$ cat config.mk
export PLATFORM = sky130hd
export DESIGN_NAME = mem_rmw_initiator
export DESIGN_NICKNAME = d
export VERILOG_FILES = /design/src/rtl/mem_rmw_initiator.sv
export SDC_FILE = /design/constraint.sdc
export NUM_CORES = 1
export LEC_CHECK = 0
export BUFFER_PORTS_ARGS = -buffer_cell sky130_fd_sc_hd__buf_2
export CORE_UTILIZATION = 50
export DETAILED_ROUTE_END_ITERATION = 10
export GPL_TIMING_DRIVEN = 0
export PLACE_DENSITY = 0.8
export SLEW_MARGIN = 20
export SYNTH_ARGS = -nofsm -noshare
export SYNTH_HDL_FRONTEND = slang
export SYNTH_SLANG_ARGS = --single-unit
$ cat constraint.sdc
create_clock -name clk -period 4 [get_ports clk]
set_input_delay 0.4 -clock clk [delete_from_list [all_inputs] [get_ports clk]]
set_output_delay 0.4 -clock clk [all_outputs]
set_load 0.03 [all_outputs]
$ cat src/rtl/mem_rmw_initiator.sv
// Memory initiator for the multi-cycle CPU: byte/half/word loads and stores
// over a word-only single-port memory. Sub-word stores are read-modify-write.
// Sub-word loads are extracted and extended here.
module mem_rmw_initiator #(
    parameter int unsigned ADDR_LIMIT = 1024
) (
    input  logic        clk,
    input  logic        reset,
    input  logic        req_valid,
    output logic        req_ready,
    input  logic        req_write,
    input  logic [1:0]  req_size,
    input  logic        req_signed,
    input  logic [31:0] req_addr,
    input  logic [31:0] req_wdata,
    output logic        resp_valid,
    output logic [31:0] resp_rdata,
    output logic        resp_err,
    output logic [31:0] mem_addr,
    output logic [31:0] mem_wdata,
    output logic        mem_read,
    output logic        mem_write,
    input  logic [31:0] mem_rdata
);

    typedef enum logic [1:0] {StIdle, StRd, StWr, StResp} state_e;

    state_e      r_state;
    // Latched request fields; only what RD/WR still need after acceptance.
    logic        r_write;
    logic [1:0]  r_size;
    logic        r_signed;
    logic [1:0]  r_off;
    logic [15:0] r_wdata_lo;

    logic        r_req_ready;
    logic        r_resp_valid;
    logic        r_resp_err;
    logic [31:0] r_resp_rdata;
    logic [31:0] r_mem_addr;
    logic [31:0] r_mem_wdata;
    logic        r_mem_read;
    logic        r_mem_write;

    logic        w_err;
    logic [31:0] w_merge;
    logic [31:0] w_load;
    logic [7:0]  w_byte;
    logic [15:0] w_half;

    // Classify the incoming request as illegal, misaligned or out of range.
    always_comb begin
        w_err = 1'b0;
        if (req_size == 2'b11)                           w_err = 1'b1;
        if (req_size == 2'b01 && req_addr[0])            w_err = 1'b1;
        if (req_size == 2'b10 && req_addr[1:0] != 2'b00) w_err = 1'b1;
        if (req_addr >= ADDR_LIMIT)                      w_err = 1'b1;
    end

    // Merge the store lane(s) into the word being read during RD.
    always_comb begin
        w_merge = mem_rdata;
        if (r_size == 2'b00) begin
            w_merge[{r_off, 3'b000} +: 8] = r_wdata_lo[7:0];
        end else if (r_off[1]) begin
            w_merge[31:16] = r_wdata_lo;
        end else begin
            w_merge[15:0] = r_wdata_lo;
        end
    end

    // Extract and extend the addressed lane for loads.
    always_comb begin
        w_byte = mem_rdata[{r_off, 3'b000} +: 8];
        w_half = r_off[1] ? mem_rdata[31:16] : mem_rdata[15:0];
        case (r_size)
            2'b00:   w_load = {{24{r_signed & w_byte[7]}}, w_byte};
            2'b01:   w_load = {{16{r_signed & w_half[15]}}, w_half};
            default: w_load = mem_rdata;
        endcase
    end

    // Request FSM with registered memory and response outputs.
    always_ff @(posedge clk or posedge reset) begin
        if (reset) begin
            r_state      <= StIdle;
            r_write      <= 1'b0;
            r_size       <= 2'b00;
            r_signed     <= 1'b0;
            r_off        <= 2'b00;
            r_wdata_lo   <= 16'h0;
            r_req_ready  <= 1'b1;
            r_resp_valid <= 1'b0;
            r_resp_err   <= 1'b0;
            r_resp_rdata <= 32'h0;
            r_mem_addr   <= 32'h0;
            r_mem_wdata  <= 32'h0;
            r_mem_read   <= 1'b0;
            r_mem_write  <= 1'b0;
        end else begin
            // Pulsed outputs default low; mem_addr holds the last address.
            r_resp_valid <= 1'b0;
            r_resp_err   <= 1'b0;
            r_resp_rdata <= 32'h0;
            r_mem_wdata  <= 32'h0;
            r_mem_read   <= 1'b0;
            r_mem_write  <= 1'b0;
            case (r_state)
                StIdle: begin
                    if (req_valid) begin
                        r_write     <= req_write;
                        r_size      <= req_size;
                        r_signed    <= req_signed;
                        r_off       <= req_addr[1:0];
                        r_wdata_lo  <= req_wdata[15:0];
                        r_mem_addr  <= {req_addr[31:2], 2'b00};
                        r_req_ready <= 1'b0;
                        if (w_err) begin
                            r_state      <= StResp;
                            r_resp_valid <= 1'b1;
                            r_resp_err   <= 1'b1;
                        end else if (req_write && req_size == 2'b10) begin
                            r_state     <= StWr;
                            r_mem_write <= 1'b1;
                            r_mem_wdata <= req_wdata;
                        end else begin
                            r_state    <= StRd;
                            r_mem_read <= 1'b1;
                        end
                    end
                end
                StRd: begin
                    if (r_write) begin
                        r_state     <= StWr;
                        r_mem_write <= 1'b1;
                        r_mem_wdata <= w_merge;
                    end else begin
                        r_state      <= StResp;
                        r_resp_valid <= 1'b1;
                        r_resp_rdata <= w_load;
                    end
                end
                StWr: begin
                    r_state      <= StResp;
                    r_resp_valid <= 1'b1;
                end
                StResp: begin
                    r_state     <= StIdle;
                    r_req_ready <= 1'b1;
                end
                default: begin
                    r_state     <= StIdle;
                    r_req_ready <= 1'b1;
                end
            endcase
        end
    end

    assign req_ready  = r_req_ready;
    assign resp_valid = r_resp_valid;
    assign resp_err   = r_resp_err;
    assign resp_rdata = r_resp_rdata;
    assign mem_addr   = r_mem_addr;
    assign mem_wdata  = r_mem_wdata;
    assign mem_read   = r_mem_read;
    assign mem_write  = r_mem_write;

endmodule

==> flow_metrics.env, run 1 <==
export IMPL_status="finished clean"
export IMPL_seq_area_frac_synth=0.521
export IMPL_worstPathRequired_ps=4350
export IMPL_wl_per_cell_um=19.2
export IMPL_grt_overflow=0
export IMPL_io_pins=204
export IMPL_detailed_place_hpwl_mm=14.1
export IMPL_cts_buffer_depth=2
export IMPL_die_x_um=111
export IMPL_drtIter0Drc=384
export IMPL_synth_edf_count=0
export IMPL_coreArea_um2=11500
export IMPL_fin_area_um2=7670
export IMPL_cp_cell_sequence="buf_2, buf_2, inv_1, clkbuf_1, ha_1, nor4bb_1, buf_1, a221oi_1, a21oi_1, a22o_1"
export IMPL_met1_usage=0.410
export IMPL_grt_pass1_wl_mm=29.8
export IMPL_hold_viol=0
export IMPL_ys_flop_type="dfrtp_1"
export IMPL_num_vias=5541
export IMPL_drive_gt1_frac=0.336
export IMPL_use_met2=0.507
export IMPL_cp_data_arrival_time_ps=3340
export IMPL_drtAntennaViolNets=0
export IMPL_n_antenna_cell=0
export IMPL_synth_cells=592
export IMPL_post_route_period_util=0.747
export IMPL_reg2reg_depth=10
export IMPL_drc=0
export IMPL_antenna_found_initial=0
export IMPL_syn2layout_area_growth_pct=29.8
export IMPL_die_area_um2=12300
export IMPL_portBuffers=201
export IMPL_hp_class="in -> async"
export IMPL_synth_area_leaders="dfrtp_1, nand2_1, a21o_1, mux2i_1, a41o_1"
export IMPL_critical_path_class="reg -> reg"
export IMPL_grt_util_met3=0.0689
export IMPL_clk_pin_slew_worst_paths_ps=60
export IMPL_grt_pass1_vias=5567
export IMPL_cts_buffers=17
export IMPL_ir_worst_vdd_v=0.000551
export IMPL_totalWireLength_mm=18.6
export IMPL_critPathMaxFanout=12
export IMPL_viasPerCell=5.71
export IMPL_cts_tree="done"
export IMPL_dp_cells=938
export IMPL_tightest_slew_ps=805
export IMPL_ys_top_cells_by_count="nand2_1, dfrtp_1, inv_1"
export IMPL_cp_startpoint="r_off[1]"
export IMPL_dr_pass1_iters=5
export IMPL_worst_setup_path_start_kind="register"
export IMPL_rsz0062_at_grt="false"
export IMPL_synth_area_um2=5910
export IMPL_htree_levels=4
export IMPL_max_freq_ghz=0.335
export IMPL_top_usage_layer="met2"
export IMPL_power_density_nw_per_um2=758
export IMPL_place_area_um2=7130
export IMPL_synth_seq_cells=123
export IMPL_cts_sinks=123
export IMPL_initial_utilization=0.515
export IMPL_cts_root_buf="clkbuf_16"
export IMPL_p_leak_nw=4.41
export IMPL_totalNegativeSetupSlack_ps=0
export IMPL_critical_path_most_common_cell="buf_2"
export IMPL_clock_skew_ps=7.57
export IMPL_crit_path_end_kind="register"
export IMPL_clk_latency_ps=420
export IMPL_yosys_cell_types_count=54
export IMPL_postCtsSetupBuffers=0
export IMPL_postSynthAreaPerCell_um2=9.98
export IMPL_layoutNonFillerInstCount=970
export IMPL_yosys_warnings=0
export IMPL_num_rows=39
export IMPL_grt_max_degree=66
export IMPL_reg2reg_from="r_off[1]"
export IMPL_finalCriticalPeriod_ps=2990
export IMPL_async_reset_ff_frac=1.00
export IMPL_drv_slew=0
export IMPL_hold_buffers=0
export IMPL_cap_viol_max_count=0
export IMPL_ctsResizeCount=0
export IMPL_critPathMaxStageDelay_ps=400
export IMPL_fp_dieH_um=111
export IMPL_crit_slowest_cell="dfrtp_1"
export IMPL_gp_congestion=0.900
export IMPL_grt_util_all_layers=0.316
export IMPL_relSlewSlack=0.461
export IMPL_synth_area_leader_cell="dfrtp_1"
export IMPL_final_nets=926
export IMPL_synth_top_area_frac=0.517
export IMPL_setup_viol=0
export IMPL_synth_most_common_cell="nand2_1"
cells by family (layout without fill, tap and decap cells):
family          after synthesis  after routing  synth area share
compound gates              152            152             0.189
fa+ha+maj                     9              9            0.0191
buf+inv                      68            302            0.0487
flops                       123            123             0.521
mux                          26             26            0.0593
other cells                   1              2          0.000635
simple gates                213            213             0.162
state kept, by name, indices dropped and copies added, names as in the netlist:
name and count:
req_ready 1, mem_read 1, r_write 1, r_size 2, r_off 2, mem_write 1, resp_valid 1, resp_err 1
resp_rdata 32, r_signed 1, mem_addr 30, r_state 2, r_wdata_lo 16, mem_wdata 32
worst max-delay path: cells and delay by family, from the launching register on:
family	cells	cell delay [ps]
AOI/OAI and AO/OA	3	610
DFF	1	400
and+or+nand+nor	1	310
buffers and inverters	5	1220
adders and majority gates	1	370
final cells by class:
type | instances | area [um2]
Clock buffer | 18 | 439
Clock inverter | 14 | 98.8
Buffer | 40 | 183
Multi-Input combinational cell | 402 | 2540
Inverter | 28 | 110
Fill cell | 914 | 3800
Sequential cell | 123 | 3080
Tap cell | 143 | 179
Timing Repair Buffer | 202 | 1030
worst paths after layout:
check	end	slack (ps)
worst max register to register	mem_wdata[29]	1010
max in group asynchronous	req_ready	3230
worst min-delay path	mem_addr[10]	30
min in group clk	mem_addr[7]	170
worst min register to register	mem_addr[10]	480
worst max-delay path	mem_wdata[29]	1010
power breakdown:
group / total, W / leakage (nW) / internal [W] / switching [W]
Clock: 0.00138 / 0.258 / 0.000805 / 0.000577
Combinational: 0.00253 / 2.53 / 0.000826 / 0.00171
Sequential: 0.00190 / 1.62 / 0.00163 / 0.000271
Total: 0.00581 / 4.41 / 0.00326 / 0.00256
layer usage:
metal	part of all wire	vias up	wire, um
met4	0.032	0	590
met1	0.42	2615	7740
met3	0.085	47	1570
li1	-	2533	-
met5	0	-	0
met2	0.47	346	8700
cell usage in the layout (no fill, tap or decap), types with 2 or more instances in the layout:
master      instances
ha_1                9
o22ai_1            23
clkbuf_16          17
clkinv_2            5
a211oi_1            9
o21ai_0            15
mux2_2              2
nor4_2              3
and2_1              2
clkbuf_1           23
a22oi_1             2
nor2b_1             2
nor4bb_1            2
a21o_1             24
mux2i_1            17
nor4_1              3
a21oi_1            22
a221oi_1           16
clkinvlp_4          4
nor3_1              8
inv_6               3
a22o_2              7
nor2_1             14
dfrtp_1           122
nand2_1           164
mux4_2              7
buf_2             212
o211ai_1            3
clkinv_4            3
buf_4               3
a41o_1             16
inv_1              27
o21a_1              7
buf_1               2
conb_1              2
nor4_4              2
metrics by stage:
stage / setup slack [ps] / hold WS, ps / power (W) / util
CTS: 1100 / 47.9 / 0.00580 / 0.669
global placement: -756 / 455 / 0.00431 / 0.619
detailed placement: 1100 / 461 / 0.00440 / 0.622
floorplan: 331 / 467 / 0.00362 / -
finish: 1010 / 29.3 / 0.00581 / 0.669
global route: 805 / 69.9 / 0.00612 / 0.669
Power figures use the tool's default switching activity.
==> run 2, diff against run 1 <==
CORE_UTILIZATION = 46   (was 50)
PLACE_DENSITY = 0.77   (was 0.8)
clock period = 2.5 ns   (was 4 ns; I/O delays follow)
==> run 2 against run 1 <==
- setup slack worse by 890 ps
- sequential cell count stayed put
- design area is 2.5% higher
- clock-buffer cell count is 6 higher
- total power is 64% higher
- register-to-register slack worse by 890 ps
- clock power is 78% higher
- fmax is 25% higher
- die area is 8.5% higher
- cell count is 3.6% higher
- via count is 0.43% higher
- global-route usage is 3.7 points lower
- critical endpoint is now mem_wdata[10]
- highest routed layer unchanged
==> flow_metrics.env, run 2 (synthesis results as in run 1) <==
export IMPL_status="finished clean"
export IMPL_antenna_found_initial=1
export IMPL_worstPathRequired_ps=2790
export IMPL_grt_pass1_vias=5039
export IMPL_clock_power_share=0.257
export IMPL_fill_cells=1071
export IMPL_num_rows=41
export IMPL_intPower_w=0.00561
export IMPL_drtAntennaViolNets=0
export IMPL_critPathMaxStageDelay_ps=370
export IMPL_detailed_place_hpwl_mm=13.7
export IMPL_grt_pass1_wl_mm=27.1
export IMPL_dp_cells=969
export IMPL_cts_buffers=17
export IMPL_hold_viol=0
export IMPL_gp_congestion=0.943
export IMPL_crit_path_end_kind="register"
export IMPL_final_nets=932
export IMPL_finalCriticalPeriod_ps=2380
export IMPL_crit_slowest_cell="dfrtp_1"
export IMPL_clk_pin_slew_worst_paths_ps=50
export IMPL_cts_root_buf="clkbuf_16"
export IMPL_critPathMaxFanout=10
export IMPL_drv_slew=0
export IMPL_cap_viol_max_count=0
export IMPL_ir_worst_vdd_v=0.000646
export IMPL_coreArea_um2=12600
export IMPL_post_route_util=0.625
export IMPL_portBuffers=201
export IMPL_wl_per_cell_um=17.9
export IMPL_die_x_um=115
export IMPL_post_route_period_util=0.953
export IMPL_drtIter0Drc=364
export IMPL_fp_dieH_um=115
export IMPL_layout_common_cells="buf_2, nand2_1, dfrtp_1"
export IMPL_max_freq_ghz=0.420
export IMPL_worst_setup_path_start_kind="register"
export IMPL_combPwrFrac=0.428
export IMPL_multiInputGateArea_um2=2560
export IMPL_clock_skew_ps=6.71
export IMPL_dr_pass1_iters=6
export IMPL_seq_area_um2=3080
export IMPL_tightest_slew_ps=813
export IMPL_final_common_cell="buf_2"
export IMPL_drive_gt1_frac=0.345
export IMPL_num_vias=5565
export IMPL_critical_path_class="reg -> reg"
export IMPL_setup_viol=0
export IMPL_totalWireLength_mm=18.0
export IMPL_cp_cell_sequence="buf_2, buf_4, clkinvlp_4, ha_1, and4b_2, a221oi_1, a211oi_1, a41o_1"
export IMPL_layoutNonFillerInstCount=1005
export IMPL_grt_util_all_layers=0.280
export IMPL_htree_levels=4
export IMPL_hp_class="in -> reg"
export IMPL_grt_max_degree=37
export IMPL_syn2layout_area_growth_pct=33.0
export IMPL_clk_latency_ps=410
export IMPL_initial_utilization=0.470
export IMPL_cp_data_arrival_time_ps=2670
export IMPL_power_switching_w=0.00393
export IMPL_viasPerCell=5.54
export IMPL_cts_tree="done"
export IMPL_p_sw_frac=0.412
export IMPL_power_density_nw_per_um2=1210
export IMPL_cts_sinks=123
export IMPL_cts_buffer_depth=2
export IMPL_grt_overflow=0
export IMPL_relSlewSlack=0.456
export IMPL_seq_power_share=0.315
export IMPL_io_pins=204
export IMPL_rsz0062_at_grt="false"
export IMPL_n_antenna_cell=0
export IMPL_p_leak_nw=4.49
export IMPL_drc=0
export IMPL_die_area_um2=13300
==> run 2: final cells by class <==
cell class | count | area share
well taps | 172 | 0.0274
clock inverters | 8 | 0.0147
repair buffers | 210 | 0.142
flip-flops and latches | 123 | 0.392
clock buffers | 24 | 0.0613
plain buffers | 38 | 0.0229
inverters | 28 | 0.0143
multi-input cells | 402 | 0.326
==> run 2: final timing paths <==
kind	startpoint	endpoint	slack [ps]	depth (start not counted)
min in group asynchronous	reset	resp_rdata[21]	450	3
max in group asynchronous	reset	mem_addr[5]	1250	5
worst max register to register	r_off[1]	mem_wdata[10]	120	8
worst max-delay path	r_off[1]	mem_wdata[10]	120	8
worst min-delay path	req_addr[8]	mem_addr[8]	20	3
worst min register to register	mem_addr[2]	mem_addr[2]	470	2
==> run 2: power groups by stage <==
stage | combinational, W | clock (W) | sequential [W]
after CTS | 0.00404 | 0.00250 | 0.00299
after global routing | 0.00442 | 0.00259 | 0.00306
after detailed placement | 0.00400 | 0 | 0.00300
final | 0.00408 | 0.00245 | 0.00300
after floorplan | 0.00201 | 0 | 0.00378
after global placement | 0.00391 | 0 | 0.00300
==> run 2: worst max-delay path: cells and delay by family (launching register included) <==
| kind | cells | cell delay [ps] |
|---|---|---|
| compound gates | 3 | 650 |
| buf+inv | 3 | 580 |
| fa+ha+maj | 1 | 350 |
| flops | 1 | 370 |
| simple gates | 1 | 310 |
==> run 2: what timing repair did <==
item / CTS / global route
endpoints found under the hold margin: 24 / 0
setup buffers: 5 / 0
pin swaps: 0 / 1
hold buffers: 1 / 0
resized for setup: 4 / 4
setup endpoints to repair: 32 / 3
==> run 2: through the flow <==
step / TNS (ps) / setup WS [ps] / power, W / hold WS, ps / instance area, um2
3_5_place_dp: -6880 / -327 / 0.00699 / 350 / 7200
3_3_place_gp: -6640 / -326 / 0.00691 / 441 / 7140
5_1_grt: 0 / 2.58 / 0.0101 / 21.6 / 7860
6_report: 0 / 118 / 0.00954 / 24.4 / 7860
4_1_cts: 0 / 84.4 / 0.00953 / 2.43 / 7840
2_1_floorplan: 0 / 157 / 0.00579 / 355 / 5910
==> run 2: layer usage <==
| metal | wire length, um | GRT usage | vias to the layer above |
|---|---|---|---|
| li1 | - | - | 2548 |
| met1 | 7580 | 0.360 | 2618 |
| met2 | 8130 | 0.433 | 347 |
| met3 | 1670 | 0.0822 | 52 |
| met4 | 618 | 0.131 | 0 |
| met5 | 0 | 0 | - |
==> run 3, diff against run 2 <==
CORE_UTILIZATION = 30   (was 46)
MAX_ROUTING_LAYER = met4   (was not set)
PLACE_DENSITY = not set   (was 0.77)
==> run 3 against run 2 <==
- routed wire length increased by 11%
- clock power is 8% lower
- sequential share of layout area fell by 0.42 points
- cell count increased by 8.9%
- largest cell class unchanged
- setup slack gained 32 ps
- critical path type unchanged
- clock-buffer cell count shrank 2
- via count shrank 2.4%
- clock skew rose by 0.85 ps
- sequential power about the same
- die area grew 52%
==> flow_metrics.env, run 3 (synthesis results as in run 1) <==
export IMPL_cts_root_buf="clkbuf_16"
export IMPL_rsz0062_at_grt="false"
export IMPL_post_route_util=0.418
export IMPL_worst_setup_path_start_kind="register"
export IMPL_totalWireLength_mm=20.0
export IMPL_wl_per_cell_um=18.3
export IMPL_setup_viol=0
export IMPL_critical_path_class="reg -> reg"
export IMPL_antenna_found_initial=2
export IMPL_cts_buffer_depth=2
export IMPL_ir_worst_vdd_v=0.000546
export IMPL_io_pins=204
export IMPL_cts_sinks=123
export IMPL_clock_skew_ps=7.56
export IMPL_finalCriticalPeriod_ps=2350
export IMPL_worstPathRequired_ps=2850
export IMPL_crit_path_end_kind="register"
export IMPL_hp_class="in -> reg"
export IMPL_die_area_um2=20300
export IMPL_drive_gt1_frac=0.347
export IMPL_relSlewSlack=0.414
export IMPL_coreArea_um2=19000
export IMPL_dr_pass1_iters=7
export IMPL_power_switching_w=0.00404
export IMPL_p_total_w=0.00938
export IMPL_intPower_w=0.00534
export IMPL_clock_power_share=0.241
export IMPL_die_x_um=142
export IMPL_seq_power_share=0.321
export IMPL_grt_overflow=0
export IMPL_place_area_um2=7330
export IMPL_drtIter0Drc=362
export IMPL_cp_data_arrival_time_ps=2700
export IMPL_detailed_place_hpwl_mm=15.2
export IMPL_cts_tree="done"
export IMPL_p_leak_nw=4.47
export IMPL_viasPerCell=4.96
export IMPL_status="finished clean"
export IMPL_max_freq_ghz=0.426
export IMPL_final_nets=931
export IMPL_power_density_nw_per_um2=1180
export IMPL_drtAntennaViolNets=0
export IMPL_syn2layout_area_growth_pct=34.4
export IMPL_combPwrFrac=0.438
export IMPL_grt_max_degree=36
export IMPL_tightest_slew_ps=875
export IMPL_fp_dieH_um=142
export IMPL_clk_latency_ps=420
export IMPL_drv_slew=0
export IMPL_final_common_cell="buf_2"
export IMPL_p_sw_frac=0.431
export IMPL_num_vias=5429
export IMPL_fin_area_um2=7940
export IMPL_layout_common_cells="buf_2, nand2_1, dfrtp_1"
export IMPL_drc=0
export IMPL_crit_slowest_cell="a211oi_1"
export IMPL_grt_pass1_wl_mm=30.6
export IMPL_htree_levels=4
export IMPL_clk_pin_slew_worst_paths_ps=60
export IMPL_initial_utilization=0.311
export IMPL_gp_congestion=0.927
export IMPL_grt_pass1_vias=5302
export IMPL_portBuffers=201
export IMPL_num_rows=50
export IMPL_cts_buffers=17
export IMPL_critPathMaxStageDelay_ps=420
export IMPL_grt_util_all_layers=0.211
export IMPL_totalNegativeSetupSlack_ps=0
export IMPL_cp_cell_sequence="clkbuf_4, clkinvlp_4, ha_1, and4b_2, a221oi_1, a211oi_1, a41o_1"
export IMPL_post_route_period_util=0.940
export IMPL_cap_viol_max_count=0
export IMPL_critPathMaxFanout=14
export IMPL_hold_viol=0
==> run 3: cell types whose count changed in the layout (fill, tap and decap cells not counted), sizes merged <==
| cell | change |
|---|---|
| buf | -2 |
| bufinv | -2 |
| clkbuf | -1 |
| clkinv | +3 |
| clkinvlp | +1 |
| diode | +2 |
==> run 3: routing by layer <==
metal	vias to the layer above	GRT usage	wire length (um)
li1	2543	-	-
met1	2572	0.265	8480
met2	277	0.306	8820
met3	37	0.0723	2170
met4	0	0.0889	501
met5	-	-	0
==> run 3: worst paths after layout <==
path / startpoint / endpoint / slack (ps) / cells after the start
min: req_addr[3] / mem_addr[3] / 10 / 3
max: r_off[1] / mem_wdata[10] / 150 / 7
max reg2reg: r_off[1] / mem_wdata[10] / 150 / 7
max in group asynchronous: reset / req_ready / 1400 / 5
min in group asynchronous: reset / resp_rdata[7] / 390 / 3
min reg2reg: mem_addr[3] / mem_addr[3] / 470 / 2
==> run 3: repair_timing <==
item | CTS | global route
pin swaps | 0 | 1
setup endpoints to repair | 32 | 26
buffers inserted | 4 | 0
hold endpoints to repair | 14 | 0
resized for setup | 7 | 6
hold buffers | 1 | 0
==> run 3: power groups by stage <==
stage | Combinational [W] | Sequential, W | Clock, W
6_report | 0.00411 | 0.00301 | 0.00226
5_1_grt | 0.00448 | 0.00307 | 0.00239
4_1_cts | 0.00409 | 0.00300 | 0.00230
3_5_place_dp | 0.00404 | 0.00301 | 0
3_3_place_gp | 0.00397 | 0.00302 | 0
2_1_floorplan | 0.00201 | 0.00378 | 0
==> run 3: worst max-delay path, delay by kind of cell (launching register included) <==
family	cells	cell delay (ps)
AOI/OAI and AO/OA	3	680
adders and majority gates	1	380
buffers and inverters	2	480
DFF	1	390
and+or+nand+nor	1	360
==> run 3: area by class of cell <==
class                           instances  area, um2
Antenna cell                            2       5.00
Buffer                                 37        178
Clock buffer                           22        454
Clock inverter                         10       77.6
Fill cell                            1950      11100
Inverter                               28        113
Multi-Input combinational cell        402       2570
Sequential cell                       123       3080
Tap cell                              260        325
Timing Repair Buffer                  210       1130
==> run 3: stage by stage <==
step | hold WS (ps) | setup WS [ps] | instances
6_report | 13.3 | 150 | 1094
5_1_grt | 5.79 | 11.0 | 1094
4_1_cts | 4.84 | 81.7 | 1093
3_5_place_dp | 283 | -402 | 1058
3_3_place_gp | 441 | -406 | 1054
2_1_floorplan | 355 | 157 | 593
